===== src/rtl/dmem_arbiter.sv =====
// Round-robin arbiter sharing a single-port data memory between the CPU load/store
// path and an external boot/test port; one access in flight, MEM_LAT-cycle reads.
module dmem_arbiter #(
    parameter int unsigned ADDR_W  = 32,
    parameter int unsigned DATA_W  = 32,
    parameter int unsigned MEM_LAT = 1
) (
    input  logic              clk,
    input  logic              rst,
    input  logic              cpu_req,
    input  logic              cpu_we,
    input  logic [ADDR_W-1:0] cpu_addr,
    input  logic [DATA_W-1:0] cpu_wdata,
    output logic              cpu_ready,
    output logic [DATA_W-1:0] cpu_rdata,
    input  logic              ext_req,
    input  logic              ext_we,
    input  logic [ADDR_W-1:0] ext_addr,
    input  logic [DATA_W-1:0] ext_wdata,
    output logic              ext_ready,
    output logic [DATA_W-1:0] ext_rdata,
    output logic              mem_en,
    output logic              mem_we,
    output logic [ADDR_W-1:0] mem_addr,
    output logic [DATA_W-1:0] mem_wdata,
    input  logic [DATA_W-1:0] mem_rdata,
    output logic              busy,
    output logic              owner
);

    localparam logic [1:0] S_IDLE   = 2'd0;
    localparam logic [1:0] S_ACCESS = 2'd1;
    localparam logic [1:0] S_WAIT   = 2'd2;
    localparam logic [1:0] S_DONE   = 2'd3;

    localparam int unsigned        CNT_W    = 2;
    localparam logic [CNT_W-1:0]   CNT_LAST = CNT_W'(MEM_LAT - 1);

    logic [1:0]        state_q, state_d;
    logic              owner_q, owner_d;
    logic              last_owner_q, last_owner_d;
    logic              we_q, we_d;
    logic [ADDR_W-1:0] addr_q, addr_d;
    logic [DATA_W-1:0] wdata_q, wdata_d;
    logic [CNT_W-1:0]  cnt_q, cnt_d;
    logic [DATA_W-1:0] cpu_rdata_q, cpu_rdata_d;
    logic [DATA_W-1:0] ext_rdata_q, ext_rdata_d;
    logic              cpu_ready_q, cpu_ready_d;
    logic              ext_ready_q, ext_ready_d;
    logic              mem_en_q, mem_en_d;
    logic              mem_we_q, mem_we_d;
    logic              busy_q, busy_d;
    logic              grant_ext;

    // Next-state and registered-output computation
    always_comb begin
        state_d      = state_q;
        owner_d      = owner_q;
        last_owner_d = last_owner_q;
        we_d         = we_q;
        addr_d       = addr_q;
        wdata_d      = wdata_q;
        cnt_d        = cnt_q;
        cpu_rdata_d  = cpu_rdata_q;
        ext_rdata_d  = ext_rdata_q;
        grant_ext    = 1'b0;

        case (state_q)
            S_IDLE: begin
                if (cpu_req || ext_req) begin
                    // On a tie the port that did not go last wins
                    grant_ext = ext_req && (!cpu_req || !last_owner_q);
                    owner_d   = grant_ext;
                    we_d      = grant_ext ? ext_we    : cpu_we;
                    addr_d    = grant_ext ? ext_addr  : cpu_addr;
                    wdata_d   = grant_ext ? ext_wdata : cpu_wdata;
                    state_d   = S_ACCESS;
                end
            end
            S_ACCESS: begin
                if (we_q) begin
                    state_d = S_DONE;
                end else begin
                    cnt_d   = '0;
                    state_d = S_WAIT;
                end
            end
            S_WAIT: begin
                cnt_d = cnt_q + CNT_W'(1);
                if (cnt_q == CNT_LAST) begin
                    if (owner_q) ext_rdata_d = mem_rdata;
                    else         cpu_rdata_d = mem_rdata;
                    state_d = S_DONE;
                end
            end
            S_DONE: begin
                last_owner_d = owner_q;
                state_d      = S_IDLE;
            end
            default: state_d = S_IDLE;
        endcase

        mem_en_d    = (state_d == S_ACCESS);
        mem_we_d    = (state_d == S_ACCESS) && we_d;
        cpu_ready_d = (state_d == S_DONE) && !owner_d;
        ext_ready_d = (state_d == S_DONE) && owner_d;
        busy_d      = (state_d != S_IDLE);
    end

    always_ff @(posedge clk) begin
        if (rst) begin
            state_q      <= S_IDLE;
            owner_q      <= 1'b0;
            last_owner_q <= 1'b1;
            we_q         <= 1'b0;
            addr_q       <= '0;
            wdata_q      <= '0;
            cnt_q        <= '0;
            cpu_rdata_q  <= '0;
            ext_rdata_q  <= '0;
            cpu_ready_q  <= 1'b0;
            ext_ready_q  <= 1'b0;
            mem_en_q     <= 1'b0;
            mem_we_q     <= 1'b0;
            busy_q       <= 1'b0;
        end else begin
            state_q      <= state_d;
            owner_q      <= owner_d;
            last_owner_q <= last_owner_d;
            we_q         <= we_d;
            addr_q       <= addr_d;
            wdata_q      <= wdata_d;
            cnt_q        <= cnt_d;
            cpu_rdata_q  <= cpu_rdata_d;
            ext_rdata_q  <= ext_rdata_d;
            cpu_ready_q  <= cpu_ready_d;
            ext_ready_q  <= ext_ready_d;
            mem_en_q     <= mem_en_d;
            mem_we_q     <= mem_we_d;
            busy_q       <= busy_d;
        end
    end

    assign cpu_ready = cpu_ready_q;
    assign ext_ready = ext_ready_q;
    assign cpu_rdata = cpu_rdata_q;
    assign ext_rdata = ext_rdata_q;
    assign mem_en    = mem_en_q;
    assign mem_we    = mem_we_q;
    assign mem_addr  = addr_q;
    assign mem_wdata = wdata_q;
    assign busy      = busy_q;
    assign owner     = owner_q;

endmodule


===== config.mk =====
export PLATFORM = sky130hd
export DESIGN_NAME = dmem_arbiter
export DESIGN_NICKNAME = d
export VERILOG_FILES = /design/src/rtl/dmem_arbiter.sv
export SDC_FILE = /design/constraint.sdc
export NUM_CORES = 1
export LEC_CHECK = 0
export ABC_AREA = 1
export CORE_ASPECT_RATIO = 2
export CORE_UTILIZATION = 35
export CTS_BUF_LIST = sky130_fd_sc_hd__clkbuf_4 sky130_fd_sc_hd__clkbuf_8
export CTS_CLUSTER_SIZE = 12
export DETAILED_ROUTE_END_ITERATION = 10
export PLACE_DENSITY = 0.74
export REMOVE_ABC_BUFFERS = 1
export SLEW_MARGIN = 25
export SYNTH_ARGS = -nofsm -noshare
export SYNTH_HDL_FRONTEND = slang
export SYNTH_SLANG_ARGS = --single-unit

===== constraint.sdc =====
create_clock -name clk -period 1.8 [get_ports clk]
set_input_delay 0.27 -clock clk [delete_from_list [all_inputs] [get_ports clk]]
set_output_delay 0.27 -clock clk [all_outputs]
set_load 0.02 [all_outputs]

# Word level (Yosys, flattened, before mapping)
# Index checks and enable logic that the tools add are counted.
# word_totals
in_bits	166
ramBits	0
romBits	0
memories	0
reg_bits	140
latch_bits	0
# op_classes
mux	13
n_reduce_logical	17
div	0
n_mul	0
eq_ne	6
addsub	1
n_lt_le_gt_ge	0
n_shift	0
bitwise	1
# op_table
operator	count
two-way mux 32 bit	2
one-hot mux 2 bit (4 select lines)	1
== test 2 bit (second input constant)	3
two-way mux 1 bit	6
two-way mux 2 bit	3
AND reduction 3 bit	2
== test 2 x 1 -> 1 bit (second input constant)	2
logical AND 1 bit	4
zero test 2 bit	2
one-hot mux 2 bit (2 select lines)	1
AND reduction 2 bit	2
nonzero test 2 bit	2
zero test 1 bit	3
adder 2 x 1 -> 2 bit (second input constant)	1
logical OR 1 bit	2
!= test 2 bit (second input constant)	1
inverter 1 bit	1

# Longest topological paths before layout
# depth
word_depth	7
ltp_mapped	9
mapped_depth_nobuf	7

# Least setup slack after synthesis
# No wires, ideal clock.
# synth_path
path_kind	register to register
start	register state_q[0]
end	register wdata_q[17] (netlist: mem_wdata[17])
setup_time_ns	0.119
path_stages_with_launch	9
arrival_time_ns	1.246
slack_ns	0.434
synth_period_minus_slack_ns	1.366
cell_sequence	dfxtp_1 > inv_1 > ha_1 > inv_1 > nor2_4 > buf_4 > buf_6 > o21ai_0 > a21oi_1
# synth_via
elab_chain_len	2
# synth_rtl
item	line_no	source
start: declaration	39	logic [1:0] state_q, state_d;
start signal: assignment	127	state_q <= state_d;
zero test 2 bit	68	case (state_q)
AND reduction 2 bit (no line)	-	
end signal: assignment	132	wdata_q <= wdata_d;
end: declaration	44	logic [DATA_W-1:0] wdata_q, wdata_d;
# Every way passes these cells.
# A chain may end at the register's enable or synchronous reset.

# Worst setup path after layout
# layout_path
start	register addr_q[24] (netlist: mem_addr[24])
end	output mem_addr[24]
# layout_rtl
item	line_no	source
start: declaration	43	logic [ADDR_W-1:0] addr_q, addr_d;
start signal: assignment	131	addr_q <= addr_d;
end: declaration	24	output logic [ADDR_W-1:0] mem_addr,
# No word-level cell between the ends.

==> flow_summary.json <==
{
  "status": "finished, final reports clean",
  "synth_top_area_share_pct": 46.9,
  "cp-end-kind": "output pin",
  "die_y_um": 187,
  "hold_path.class": "in2reg",
  "synth_area_um2": 5970,
  "cts_sinks": 140,
  "cts-buffers-inserted": 17,
  "final_antenna_net_count": 0,
  "ctsHoldBuffers": 0,
  "swShare_pct": 38.8,
  "yosysSeqAreaShare_pct": 46.9,
  "ioPinCount": 300,
  "cts_setup_buffers": 0,
  "power.switching_mw": 5.10,
  "start_kind": "flip-flop",
  "die_x_um": 94.4,
  "vias": 6151,
  "dp_hpwl_mm": 13.8,
  "r2r_cells": 7,
  "cp_max_fo": 2,
  "layout.nets": 1283,
  "place.gp.congestion": 0.873,
  "ir_drop_uv": 994,
  "hold_viol_final": 0,
  "synth_cell_types": 20,
  "antenna_found_initial": 0,
  "synth_top_area_cell": "dfxtp_1",
  "grt_overflow": 0,
  "synth_area_per_cell_um2": 7.16,
  "ctsLongestPathBuffers": 2,
  "clk_pin_slew_ns": 0.09,
  "finalSetupViolCount": 0,
  "routedWlPerCell_um": 14.4,
  "clock_latency_ns": 0.45,
  "pwr-share-comb_pct": 46.4,
  "cts_root_buf": "clkbuf_8",
  "crit_required_ns": 1.53,
  "ys_seq_elements": 140,
  "critPathKind": "reg2out",
  "cts_tree": "built",
  "holdWs_ns": 0.364,
  "finalCriticalPeriod_ns": 1.72,
  "fp-row-count": 67,
  "layout_common_cells": "clkdlybuf4s50_1, nand2_1, dfxtp_1",
  "ys_top_cells_by_area": "dfxtp_1, nand2_1, o21ai_0",
  "cp_slowest_cell": "clkdlybuf4s50_1",
  "setup_tns_ns": 0,
  "crit_family": "buffers and inverters",
  "critPathBufInv": 1,
  "clock_skew_ns": 0.0166,
  "worstPathCellList": "clkdlybuf4s50_1",
  "dieArea_um2": 17600,
  "wl_mm": 19.2,
  "seq_power_share_pct": 34.1,
  "critPathArrivalTime_ns": 1.45,
  "max-cap-violations": 0,
  "start_util_pct": 35.8,
  "post-route-period-util_pct": 95.5,
  "fmax_mhz": 582,
  "p_per_area_nw_per_um2": 1390,
  "coreArea_um2": 16700,
  "cts_htree_levels": 4,
  "critical_path_depth": 1,
  "clock_power_share_pct": 19.5,
  "grt_pass1_vias": 5846,
  "viasPerCell": 4.62,
  "areaGrowthSynthToFinish_pct": 58.5,
  "worstMarginPinSlew_ns": 0.332,
  "worst_slack_ns": 0.0812,
  "layout_commonest_cell": "clkdlybuf4s50_1",
  "cts_resized": 0,
  "dpl_worst_slack_ns": 0.0868,
  "drt_iter0_drc": 240,
  "io_buffers": 299,
  "fill_cells": 1501,
  "slew_headroom_pct": 77.9,
  "grt_max_degree": 70,
  "rsz0062_at_grt": "no",
  "holdPathStages": 3,
  "grt_pass1_wl_mm": 29.8,
  "diodes": 0,
  "syn_inst": 834,
  "slew_violations": 0,
  "internal_power_mw": 8.03,
  "drive_gt1_share_pct": 4.72,
  "ys_warn_count": 0,
  "p_leak_nw": 4.16,
  "grt_use_total_pct": 22.2,
  "dr.pass1.iters": 5,
  "critPathMaxStageDelay_ns": 0.66,
  "drcViolationCount": 0
}
[registers in the layout (all words and copies together), names as in the netlist]
register	count
busy	1
mem_wdata	32
mem_en	1
ext_ready	1
mem_we	1
cnt_q	2
mem_addr	32
we_q	1
cpu_ready	1
owner	1
ext_rdata	32
cpu_rdata	32
last_owner_q	1
state_q	2
[per-layer routing]
metal | GRT usage, % | share of wire [%]
met1 | 23.6 | 38
met2 | 38.6 | 52
met3 | 5.05 | 5.1
met4 | 13.0 | 4.9
met5 | 0 | 0
[path summary, 6_finish.rpt]
path | startpoint | end | slack (ns)
worst max register to register | state_q[0]$_SDFF_PP0_ | mem_addr[10]$_SDFFE_PP0P_ | 0.21
worst max-delay path | mem_addr[24]$_SDFFE_PP0P_ | mem_addr[24] | 0.08
worst min register to register | ext_rdata[21]$_SDFFE_PP0P_ | ext_rdata[21]$_SDFFE_PP0P_ | 0.44
worst min-delay path | ext_wdata[25] | mem_wdata[25]$_SDFFE_PP0P_ | 0.36
[kinds of logic after synthesis]
family                     Yosys count  share of synthesized area, %
AOI/OAI and AO/OA                  235                          19.7
buffers and inverters              165                          13.5
adders and majority gates            6                          1.26
and+or+nand+nor                    288                          18.7
DFF                                140                          46.9
[synthesized netlist by cell type, drive strengths merged]
cell type and instances:
clkbuf 13, ha 6, nand2 209, buf 42, nor2 73, nand3 5, and2 1, o21ai 133
a21oi 102, dfxtp 140, inv 110
[area by class of cell]
class	instances	area [µm²]	share of cell area, %
flip-flops and latches	140	2800	29.6
repair buffers	313	3240	34.2
well taps	207	259	2.74
multi-input cells	529	2370	25.0
clock buffers	20	269	2.84
inverters	110	413	4.36
clock inverters	12	121	1.28
[power groups by stage]
| stage | Clock [mW] | Sequential, mW | Combinational, mW |
|---|---|---|---|
| after floorplan | 0 | 5.56 | 2.00 |
| after global placement | 0 | 4.51 | 6.05 |
| after detailed placement | 0 | 4.53 | 6.14 |
| after CTS | 2.62 | 4.48 | 6.17 |
| after global routing | 2.74 | 4.59 | 6.64 |
| final | 2.56 | 4.48 | 6.10 |
[per-stage QoR]
| stage | area [µm²] | power, mW | std cells | utilization, % |
|---|---|---|---|---|
| global route | 9470 | 14.0 | 1331 | 56.7 |
| floorplan | 5580 | 7.56 | 779 | - |
| global placement | 9080 | 10.6 | 1299 | 54.4 |
| finish | 9470 | 13.1 | 1331 | 56.7 |
| detailed placement | 9080 | 10.7 | 1299 | 54.4 |
| CTS | 9470 | 13.3 | 1331 | 56.7 |
(Power assumes the default switching activity.)
